--- config.mk ---
export PLATFORM = sky130hd
export DESIGN_NAME = riscv_pipe_skid_reg
export DESIGN_NICKNAME = d
export VERILOG_FILES = /design/src/rtl/riscv_pipe_skid_reg_pkg.sv /design/src/rtl/riscv_pipe_skid_reg_sat_counter.sv /design/src/rtl/riscv_pipe_skid_reg.sv
export SDC_FILE = /design/constraint.sdc
export NUM_CORES = 1
export LEC_CHECK = 0
export CORE_ASPECT_RATIO = 1.2
export CORE_MARGIN = 1
export CORE_UTILIZATION = 45
export DETAILED_ROUTE_END_ITERATION = 10
export MAX_ROUTING_LAYER = met4
export PLACE_DENSITY = 0.75
export SYNTH_ARGS = -nofsm -noshare
export SYNTH_HDL_FRONTEND = slang
export SYNTH_SLANG_ARGS = --single-unit
--- constraint.sdc ---
create_clock -name clock -period 6 [get_ports clock]
set_clock_uncertainty 0.2 [all_clocks]
set_input_delay 1.2 -clock clock [delete_from_list [all_inputs] [get_ports clock]]
set_output_delay 1.2 -clock clock [all_outputs]
set_load 0.05 [all_outputs]
--- src/rtl/riscv_pipe_skid_reg_pkg.sv ---
// Shared definitions for the pipeline skid register: XLEN, the default stage payload layout and the FSM encoding.
// The optional stall counter is enabled by defining PIPE_STALL_CNT_EN.
package riscv_pipe_skid_reg_pkg;

  localparam int XLEN        = 32;
  localparam int WREG_W      = 5;
  localparam int PIPE_DATA_W = 2 * XLEN + 7;
  localparam int PIPE_CNT_W  = 32;

  // Default MEM/WB-style payload layout, LSB first, so every stage packs and unpacks the same way.
  localparam int OFF_RDATA    = 0;
  localparam int OFF_ALU      = XLEN;
  localparam int OFF_WREG     = 2 * XLEN;
  localparam int OFF_MEMTOREG = 2 * XLEN + WREG_W;
  localparam int OFF_REGWRITE = 2 * XLEN + WREG_W + 1;

  // Encoding is {main_valid, skid_valid}; 2'b01 is unreachable.
  typedef enum logic [1:0] {
    ST_EMPTY = 2'b00,
    ST_ONE   = 2'b10,
    ST_FULL  = 2'b11
  } skid_state_e;

  function automatic logic [PIPE_DATA_W-1:0] pack_stage(
    input logic [XLEN-1:0]   rdata,
    input logic [XLEN-1:0]   alu,
    input logic [WREG_W-1:0] wreg,
    input logic              memtoreg,
    input logic              regwrite
  );
    return {regwrite, memtoreg, wreg, alu, rdata};
  endfunction

endpackage

--- src/rtl/riscv_pipe_skid_reg_sat_counter.sv ---
// Saturating up-counter; holds at all-ones and clears only on reset.
module riscv_sat_counter #(
  parameter int CNT_W = 32
) (
  input  logic             clock,
  input  logic             reset,
  input  logic             inc,
  output logic [CNT_W-1:0] count
);

  logic [CNT_W-1:0] count_q;
  logic [CNT_W-1:0] count_d;

  always_comb begin
    count_d = count_q;
    if (inc && (count_q != {CNT_W{1'b1}})) begin
      count_d = count_q + 1'b1;
    end
  end

  always_ff @(posedge clock) begin
    if (reset) begin
      count_q <= '0;
    end else begin
      count_q <= count_d;
    end
  end

  assign count = count_q;

endmodule

--- src/rtl/riscv_pipe_skid_reg.sv ---
// Pipeline stage register with a two-entry skid buffer, registered in_ready and synchronous flush.
// Define PIPE_STALL_CNT_EN to add the saturating stall_count output.
module riscv_pipe_skid_reg
  import riscv_pipe_skid_reg_pkg::*;
#(
  parameter int DATA_W = PIPE_DATA_W,
  parameter int CNT_W  = PIPE_CNT_W
) (
  input  logic              clock,
  input  logic              reset,
  input  logic              flush,
  input  logic              in_valid,
  output logic              in_ready,
  input  logic [DATA_W-1:0] in_data,
  output logic              out_valid,
  input  logic              out_ready,
  output logic [DATA_W-1:0] out_data
`ifdef PIPE_STALL_CNT_EN
  ,
  output logic [CNT_W-1:0]  stall_count
`endif
);

  skid_state_e       state_q, state_d;
  logic [DATA_W-1:0] main_data_q, main_data_d;
  logic [DATA_W-1:0] skid_data_q, skid_data_d;
  logic              in_xfer;
  logic              out_xfer;

  if (DATA_W < 1 || CNT_W < 1) begin : g_param_check
    $error("riscv_pipe_skid_reg: DATA_W and CNT_W must be positive");
  end

  // Both handshake qualifiers come straight from flops, so no ready path crosses the stage.
  assign in_ready  = ~state_q[0];
  assign out_valid = state_q[1];
  assign out_data  = main_data_q;
  assign in_xfer   = in_valid & in_ready;
  assign out_xfer  = out_valid & out_ready;

  always_comb begin
    state_d     = state_q;
    main_data_d = main_data_q;
    skid_data_d = skid_data_q;
    if (flush) begin
      state_d = ST_EMPTY;
    end else begin
      case (state_q)
        ST_EMPTY: begin
          if (in_xfer) begin
            main_data_d = in_data;
            state_d     = ST_ONE;
          end
        end
        ST_ONE: begin
          if (in_xfer && out_xfer) begin
            main_data_d = in_data;
          end else if (in_xfer) begin
            skid_data_d = in_data;
            state_d     = ST_FULL;
          end else if (out_xfer) begin
            state_d = ST_EMPTY;
          end
        end
        ST_FULL: begin
          if (out_xfer) begin
            main_data_d = skid_data_q;
            state_d     = ST_ONE;
          end
        end
        default: state_d = ST_EMPTY;
      endcase
    end
  end

  always_ff @(posedge clock) begin
    if (reset) begin
      state_q     <= ST_EMPTY;
      main_data_q <= '0;
      skid_data_q <= '0;
    end else begin
      state_q     <= state_d;
      main_data_q <= main_data_d;
      skid_data_q <= skid_data_d;
    end
  end

`ifdef PIPE_STALL_CNT_EN
  riscv_sat_counter #(
    .CNT_W (CNT_W)
  ) u_stall_cnt (
    .clock (clock),
    .reset (reset),
    .inc   (out_valid & ~out_ready),
    .count (stall_count)
  );
`else
`endif

endmodule
### Yosys cells after proc, flatten, opt, wreduce, memory -nomap -nowiden

Cells that the tools add are included.

* bits in registers: 144
* bits in latches: 0
* RAM bits: 0
* memory bits (read-only): 0
* input bits: 76
* logic and storage cells: 32
* memories: 0

* add/subtract/negate cells: 0
* $mul: 0
* divide/modulo/power cells: 0
* order comparisons: 0
* equal/unequal tests: 7
* shift-type cells: 0
* muxes and demuxes: 10
* bitwise logic cells: 5
* reductions and logical operators: 7

Operator list (count)
* $mux W71: 3
* $pmux W71 S3: 1
* $mux W2: 5
* $ne A2 B2 Y1 const B: 4
* $reduce_and A4 Y1: 2
* $pmux W2 S3: 1
* $reduce_and A5 Y1: 1
* $eq A2 B2 Y1 const B: 2
* $ne A3 B3 Y1 const B: 1
* $not A1 Y1: 3
* $reduce_bool A3 Y1: 1
* $and A1 B1 Y1: 2
* $logic_not A2 Y1: 1
* $reduce_or A2 Y1: 1
* $logic_and A1 B1 Y1: 1

### Logic depth before layout (Yosys ltp)

Gate-level depths: netlist (run 1).

* word-level depth: 5
* mapped depth: 8
* depth with buffers taken out: 6

### Worst setup path after synthesis (run 1)

Ideal clock, no wire load.

* kind: input port to flip-flop
* from: input out_ready
* to: register skid_data_q[0]
* setup time: 132 ps
* arrival: 2317 ps
* required time: 5668 ps
* setup slack: 3351 ps
* stages: 6
* buffers on the path: 2
* cells stage by stage: nand2_1 > or3b_2 > clkbuf_1 > clkbuf_1 > nand2_1 > a21oi_1

* longest elaborated chain between the ends: 4

Ends and longest elaborated chain
* start, declared: RTL line riscv_pipe_skid_reg.sv:16 `input logic out_ready,`
* $and A1 B1 Y1: RTL line riscv_pipe_skid_reg.sv:39 `assign out_xfer = out_valid & out_ready;`
* $logic_and A1 B1 Y1: RTL line riscv_pipe_skid_reg.sv:56 `if (in_xfer && out_xfer) begin`
* $not A1 Y1 (no source line)
* $reduce_and A4 Y1 (no source line)
* end signal, assigned: RTL line riscv_pipe_skid_reg.sv:84 `skid_data_q <= skid_data_d;`
* end, declared: RTL line riscv_pipe_skid_reg.sv:26 `logic [DATA_W-1:0] skid_data_q, skid_data_d;`

Every way passes these cells.
A chain may end at the register's enable or synchronous reset.

### Worst setup path in the final report (run 1)

* from: input out_ready
* to: register main_data_q[18], in the netlist out_data[18]

* longest elaborated chain between the ends: 4
* elaborated cells between the ends (all ways): 5

Ends and longest elaborated chain
* $and A1 B1 Y1 (*): RTL line riscv_pipe_skid_reg.sv:39
* $logic_and A1 B1 Y1: RTL line riscv_pipe_skid_reg.sv:56
* $ne A2 B2 Y1 (no source line)
* $reduce_and A5 Y1 (no source line) (*)
* end signal, assigned: RTL line riscv_pipe_skid_reg.sv:83 `main_data_q <= main_data_d;`
* end, declared: RTL line riscv_pipe_skid_reg.sv:25 `logic [DATA_W-1:0] main_data_q, main_data_d;`

Every way passes the cells marked *; elsewhere a longest branch is shown, timed or not.

==> impl_results.md, run 1 <==
- CTS Root Buffer Type: sky130_fd_sc_hd__clkbuf_16
- Area of the placeable core: 12670 µm²
- Maximum operating frequency: 283.9 MHz
- CTS tree: built
- Max_cap viols: 0
- Overall die width: 106.1 µm
- HPWL Detailed: 9269 µm
- IR drop worst, VDD: 0.0001700 V
- Leading cell types by total area after synthesis: sky130_fd_sc_hd__dfxtp_1 49%, sky130_fd_sc_hd__mux2i_1 12%, sky130_fd_sc_hd__a21oi_1 12%
- Crit-path cells: clkdlybuf4s50_1 > nand2_1 > a221oi_4 > and2_2 > buf_4 > a211oi_1
- Unrepaired setup endpoints after global routing: no
- Number of placed I/O pins: 149
- Cell leakage power: 2.590 nW
- Number of synthesized register bits: 144
- Accumulated negative setup slack: 0 ps
- Starting Density: 46.15%
- Router iterations before antenna repair: 6
- Layout area overhead: 36.87%
- Critical path class: input pin to flop
- Cell class contributing the biggest share of worst-path delay: simple AND/OR/NAND/NOR gates
- Class of the worst hold path: flop to flop
- Remaining max-slew budget at the tightest pin: 41.73%
- Number of instances in the synthesized netlist: 658
- Least-Margin Pin Slew: 874.0 ps
- Cell Area, Synth: 5847 µm²
- Biggest fanout along the worst timing path: 41
- Remaining DRCs: 0
- Number of buffers created by CTS: 17
- Global router's overall resource usage: 24.04%
- Initial antenna violation count: 0
- DR vias/cell: 5.559
- Fraction of synthesized cell area taken by the top area cell type: 49.30%
- Clock-pin slew on the worst setup and hold paths: 60 ps
- Setup Fix Bufs, Post-CTS: 0
- Ratio of total power to cell area: 333.2 nW/µm²
- Clock Path Buffers: 2
- Worst hold slack: 251.4 ps
- Global placer's final weighted congestion: 0.7511
- Grt total ovfl: 0
- Hold-fix buffer count after cts: 0
- Post-place instance area: 7350 µm²
- Required time of the worst setup path: 6050 ps
- Warning count from the yosys run: 0
- CTS H-Tree Depth: 4
- Tmin final: 3523 ps
- Sort of element at the end of the critical path: flop
- Slowest stage cell on the critical path: sky130_fd_sc_hd__and2_2
- Buffers added on ports: 148
- Syn_nets: 738
- Post-route fraction of the period consumed by the critical path: 58.71%
- Stage delay of the slowest cell on the critical path: 770 ps
- Number of slew-limit violations in the final report: 0
- Top library cells by usage in the layout, fill and taps aside: 147 x sky130_fd_sc_hd__clkdlybuf4s50_1, 146 x sky130_fd_sc_hd__nand2_1, 144 x sky130_fd_sc_hd__a21oi_1, 144 x sky130_fd_sc_hd__dfxtp_1, 73 x sky130_fd_sc_hd__mux2i_1
- Number of setup violations in the final report: 0
- Wire length of the first global-routing pass: 25030 µm
- Via count of the first global-routing pass: 5044
- Critical path data arrival time: 3580 ps
- Buffering stage count on the worst path with inverters included: 2
- Number of nets still failing antenna checks after routing: 0
- Iteration-0 DRC Markers: 338
- Mean routed wirelength per cell: 16.39 µm
- Die Footprint: 13450 µm²
- Total clock sinks: 144
- Total detailed-routing wirelength: 15510 µm
- Post-synthesis sequential area ratio: 49.30%
- Hold Fails Final Rpt: 0
- Startpoint Class: input pin
- Final non-filler cell area: 8003 µm²
- # diodes: 0
- Leading cell type in the layout, fill and taps excluded: sky130_fd_sc_hd__clkdlybuf4s50_1
- DR vias: 5259
- Result of the run: completed
- Mean area per synthesized cell: 8.886 µm²
- Final nets: 850
- DIE HEIGHT: 126.9 µm
- Post-synth cell types: 22
- Number of gates given a new drive strength after cts: 0
- Cell type with the largest total area after synthesis: sky130_fd_sc_hd__dfxtp_1
- Largest net degree at the start of global routing: 80
- Fraction of final layout cells with drive strength greater than 1: 5.754%
- Clock latency on the worst-skew pair: 420 ps
- Number of cell rows: 45
[through the flow]
stage	util (%)	setup slack, ps	power (mW)	cells
final	63.17	2477	2.666	946
after global routing	63.17	2373	2.753	946
after CTS	63.17	2500	2.677	946
after detailed placement	58.01	2074	1.526	915
after global placement	58.01	2178	1.516	915
after floorplan	-	3351	1.346	658
[final cells by class]
cell class | count | area, µm²
Inverter | 2 | 7.507
Tap cell | 164 | 205.2
Clock buffer | 21 | 470.5
Sequential cell | 144 | 2883
Multi-Input combinational cell | 450 | 2723
Timing Repair Buffer | 155 | 1531
Clock inverter | 10 | 182.7
Fill cell | 1042 | 4666
[state kept, by name, summed over array words and instances, names as in the netlist]
signal       cells
out_data        71
state_q          2
skid_data_q     71
[synth_stat cells, drive strengths merged]
cell / count
nand2: 146
a21oi: 144
dfxtp: 144
mux2i: 73
a211oi: 71
clkbuf: 32
buf: 30
ha: 4
inv: 2
a221oi: 1
a22o: 1
and2: 1
nand2b: 1
nand3b: 1
nor2: 1
nor3b: 1
o21ai: 1
or2: 1
or3b: 1
or4: 1
xnor2: 1
[metal layers]
metal	GRT usage (%)	wire, µm
met5	-	0
met4	8.578	246
met3	4.573	693
met2	41.45	8038
met1	27.75	6525
[cells by family after synthesis]
| logic type | after synthesis | share of synthesized area, % |
|---|---|---|
| compound gates | 218 | 22.13 |
| xor+xnor | 1 | 0.1498 |
| fa+ha+maj | 4 | 0.8560 |
| buf+inv | 64 | 4.644 |
| flops | 144 | 49.30 |
| mux | 73 | 12.50 |
| simple gates | 154 | 10.42 |
[report_power, final]
part / internal [mW] / switching (mW)
Clock: 0.768 / 0.391
Sequential: 1.01 / 0.0316
Combinational: 0.172 / 0.294
Total: 1.95 / 0.717
[path summary, 6_finish.rpt]
check             cells past startpoint  slack [ps]              end       startpoint
setup / recovery                      6        2480     out_data[18]        out_ready
hold / removal                        2         250  skid_data_q[27]  skid_data_q[27]
setup reg to reg                      7        2930     out_data[18]       state_q[1]
hold reg to reg                       2         250  skid_data_q[27]  skid_data_q[27]
[tightest hold or removal path, delay by kind of cell, from the launching register on]
family / cells / cell delay [ps]
flip-flops: 1 / 310
AND/OR/NAND/NOR: 1 / 50
AO/OA/AOI/OAI: 1 / 50
No activity file was read; power rests on OpenSTA's default activity.
==> run 2: changes to the inputs <==
==> constraint.sdc (replaced) <==
create_clock -name clock -period 3.6 [get_ports clock]
set_clock_uncertainty 0.2 [all_clocks]
set_input_delay 0.72 -clock clock [delete_from_list [all_inputs] [get_ports clock]]
set_output_delay 0.72 -clock clock [all_outputs]
set_load 0.05 [all_outputs]
==> impl_results.md, run 2 (synthesis results as in run 1) <==
- Post-route fraction of the period consumed by the critical path: 75.39%
- Clock-pin slew on the worst setup and hold paths: 60 ps
- DR vias: 5223
- HPWL Detailed: 9817 µm
- Cell class contributing the biggest share of worst-path delay: buffers and inverters
- Number of stages on the worst hold path: 2
- Critical path class: flop to primary output
- Leading cell type in the layout, fill and taps excluded: sky130_fd_sc_hd__clkdlybuf4s50_1
- Result of the run: completed
- Clock Path Buffers: 2
- Starting Density: 46.15%
- Area of the placeable core: 12670 µm²
- Total detailed-routing wirelength: 15450 µm
- Number of cell rows: 45
- Worst reg2reg path startpoint: state_q[1]
- Required time of the worst setup path: 2680 ps
- Flip-flop and latch area: 2883 µm²
- Number of nets still failing antenna checks after routing: 0
- Number of slew-limit violations in the final report: 0
- Overall die width: 106.1 µm
- Hold Crit Endpoint: skid_data_q[25]
- Worst Reg-to-Reg Cells: 6
- Number of setup violations in the final report: 0
- CTS tree: built
- DIE HEIGHT: 126.9 µm
- Least-Margin Pin Slew: 984.3 ps
- Buffers added on ports: 148
- DR vias/cell: 5.481
- Critical R2R Capture: skid_data_q[39]
- Maximum operating frequency: 368.5 MHz
- Cell leakage power: 2.592 nW
- Final nets: 857
- Top library cells by usage in the layout, fill and taps aside: 147 x sky130_fd_sc_hd__clkdlybuf4s50_1, 146 x sky130_fd_sc_hd__nand2_1, 144 x sky130_fd_sc_hd__a21oi_1, 144 x sky130_fd_sc_hd__dfxtp_1, 73 x sky130_fd_sc_hd__mux2i_1
- Fraction of final layout cells with drive strength greater than 1: 6.591%
- Router iterations before antenna repair: 4
- Hold Fails Final Rpt: 0
- Clock latency on the worst-skew pair: 410 ps
- Iteration-0 DRC Markers: 214
- Hold-fix buffer count after cts: 0
- Footprint of the multi-input gates: 2723 µm²
- Class of the worst hold path: flop to flop
- Critical path startpoint: state_q[0]
- Stage delay of the slowest cell on the critical path: 860 ps
- Crit-path cells: inv_1 > clkdlybuf4s50_1
- Remaining max-slew budget at the tightest pin: 34.38%
- Buffering stage count on the worst path with inverters included: 2
- Grt total ovfl: 0
- Initial antenna violation count: 0
- CTS H-Tree Depth: 4
- Critical path data arrival time: 1790 ps
- Startpoint Class: flop
- Remaining DRCs: 0
- CTS Root Buffer Type: sky130_fd_sc_hd__clkbuf_16
- Global router's overall resource usage: 24.22%
- Largest net degree at the start of global routing: 96
- Unrepaired setup endpoints after global routing: no
- Ratio of total power to cell area: 528.7 nW/µm²
- Number of gates given a new drive strength after cts: 0
- Max_cap viols: 0
- Global placer's final weighted congestion: 0.8020
- Total of fill cells in the finished design: 1050
- Total clock sinks: 144
- Via count of the first global-routing pass: 5143
- Slowest stage cell on the critical path: sky130_fd_sc_hd__clkdlybuf4s50_1
- Sort of element at the end of the critical path: primary output
- Number of placed I/O pins: 149
- Setup Fix Bufs, Post-CTS: 0
- Tmin final: 2714 ps
- Wire length of the first global-routing pass: 24710 µm
- IR drop worst, VDD: 0.0002822 V
- Layout area overhead: 36.98%
- Overall power after layout: 4.234 mW
- Mean routed wirelength per cell: 16.21 µm
- Die Footprint: 13450 µm²
- Critical hold path startpoint: skid_data_q[25]
- Number of buffers created by CTS: 17
- Biggest fanout along the worst timing path: 6
- Accumulated negative setup slack: 0 ps
- Worst setup slack for register-to-register paths: 1080 ps
- # diodes: 0
[run 2: changes by cell type in the layout (fill, tap and decap cells not counted)]
cell	change
sky130_fd_sc_hd__buf_12	+2
sky130_fd_sc_hd__clkinv_4	-1
sky130_fd_sc_hd__clkinv_2	+1
sky130_fd_sc_hd__buf_4	+5
sky130_fd_sc_hd__clkinvlp_4	+3
sky130_fd_sc_hd__bufinv_16	-3
[run 2: final cells by class]
cell class,count,share of cell area [%]
Clock inverter,10,1.390
Timing Repair Buffer,162,20.09
Clock buffer,21,5.874
Inverter,2,0.09374
Sequential cell,144,35.99
Tap cell,164,2.562
Multi-Input combinational cell,450,33.99
[run 2: power by group]
part | switching (mW) | total [mW] | internal (mW)
Clock | 0.648 | 1.71 | 1.07
Combinational | 0.493 | 0.787 | 0.295
Sequential | 0.0504 | 1.73 | 1.68
Total | 1.19 | 4.23 | 3.04
[run 2: stage by stage]
step	std cells	utilization [%]	hold WS [ps]	cell area (µm²)	setup WS, ps
after CTS	953	63.22	255.5	8009	851.2
final	953	63.22	252.7	8009	886.0
after global routing	953	63.22	270.2	8009	796.3
after detailed placement	922	58.63	247.9	7427	639.4
after global placement	922	58.63	241.0	7427	694.1
after floorplan	658	-	236.0	5847	1150
[run 2: tightest hold or removal path: cells and delay by family, from the launching register on]
kind             cells  cell delay (ps)
flip-flops           1              300
AND/OR/NAND/NOR      1               50
AO/OA/AOI/OAI        1               50
[run 2: metal layers]
metal,GRT usage [%],wire (µm),up-vias
met5,-,0,-
met4,11.52,374,0
met3,5.190,681,26
met2,42.41,7996,137
met1,25.91,6395,2505
li1,-,-,2555
[run 2: how the worst max path moves through the flow]
stage | endpoint | slack, ps | cells after the start
after CTS | out_valid | 850 | 1
after floorplan | out_data[0] | 1150 | 8
final | in_ready | 890 | 2
after global placement | skid_data_q[2] | 690 | 6
after global routing | out_valid | 800 | 1
after detailed placement | skid_data_q[67] | 640 | 6
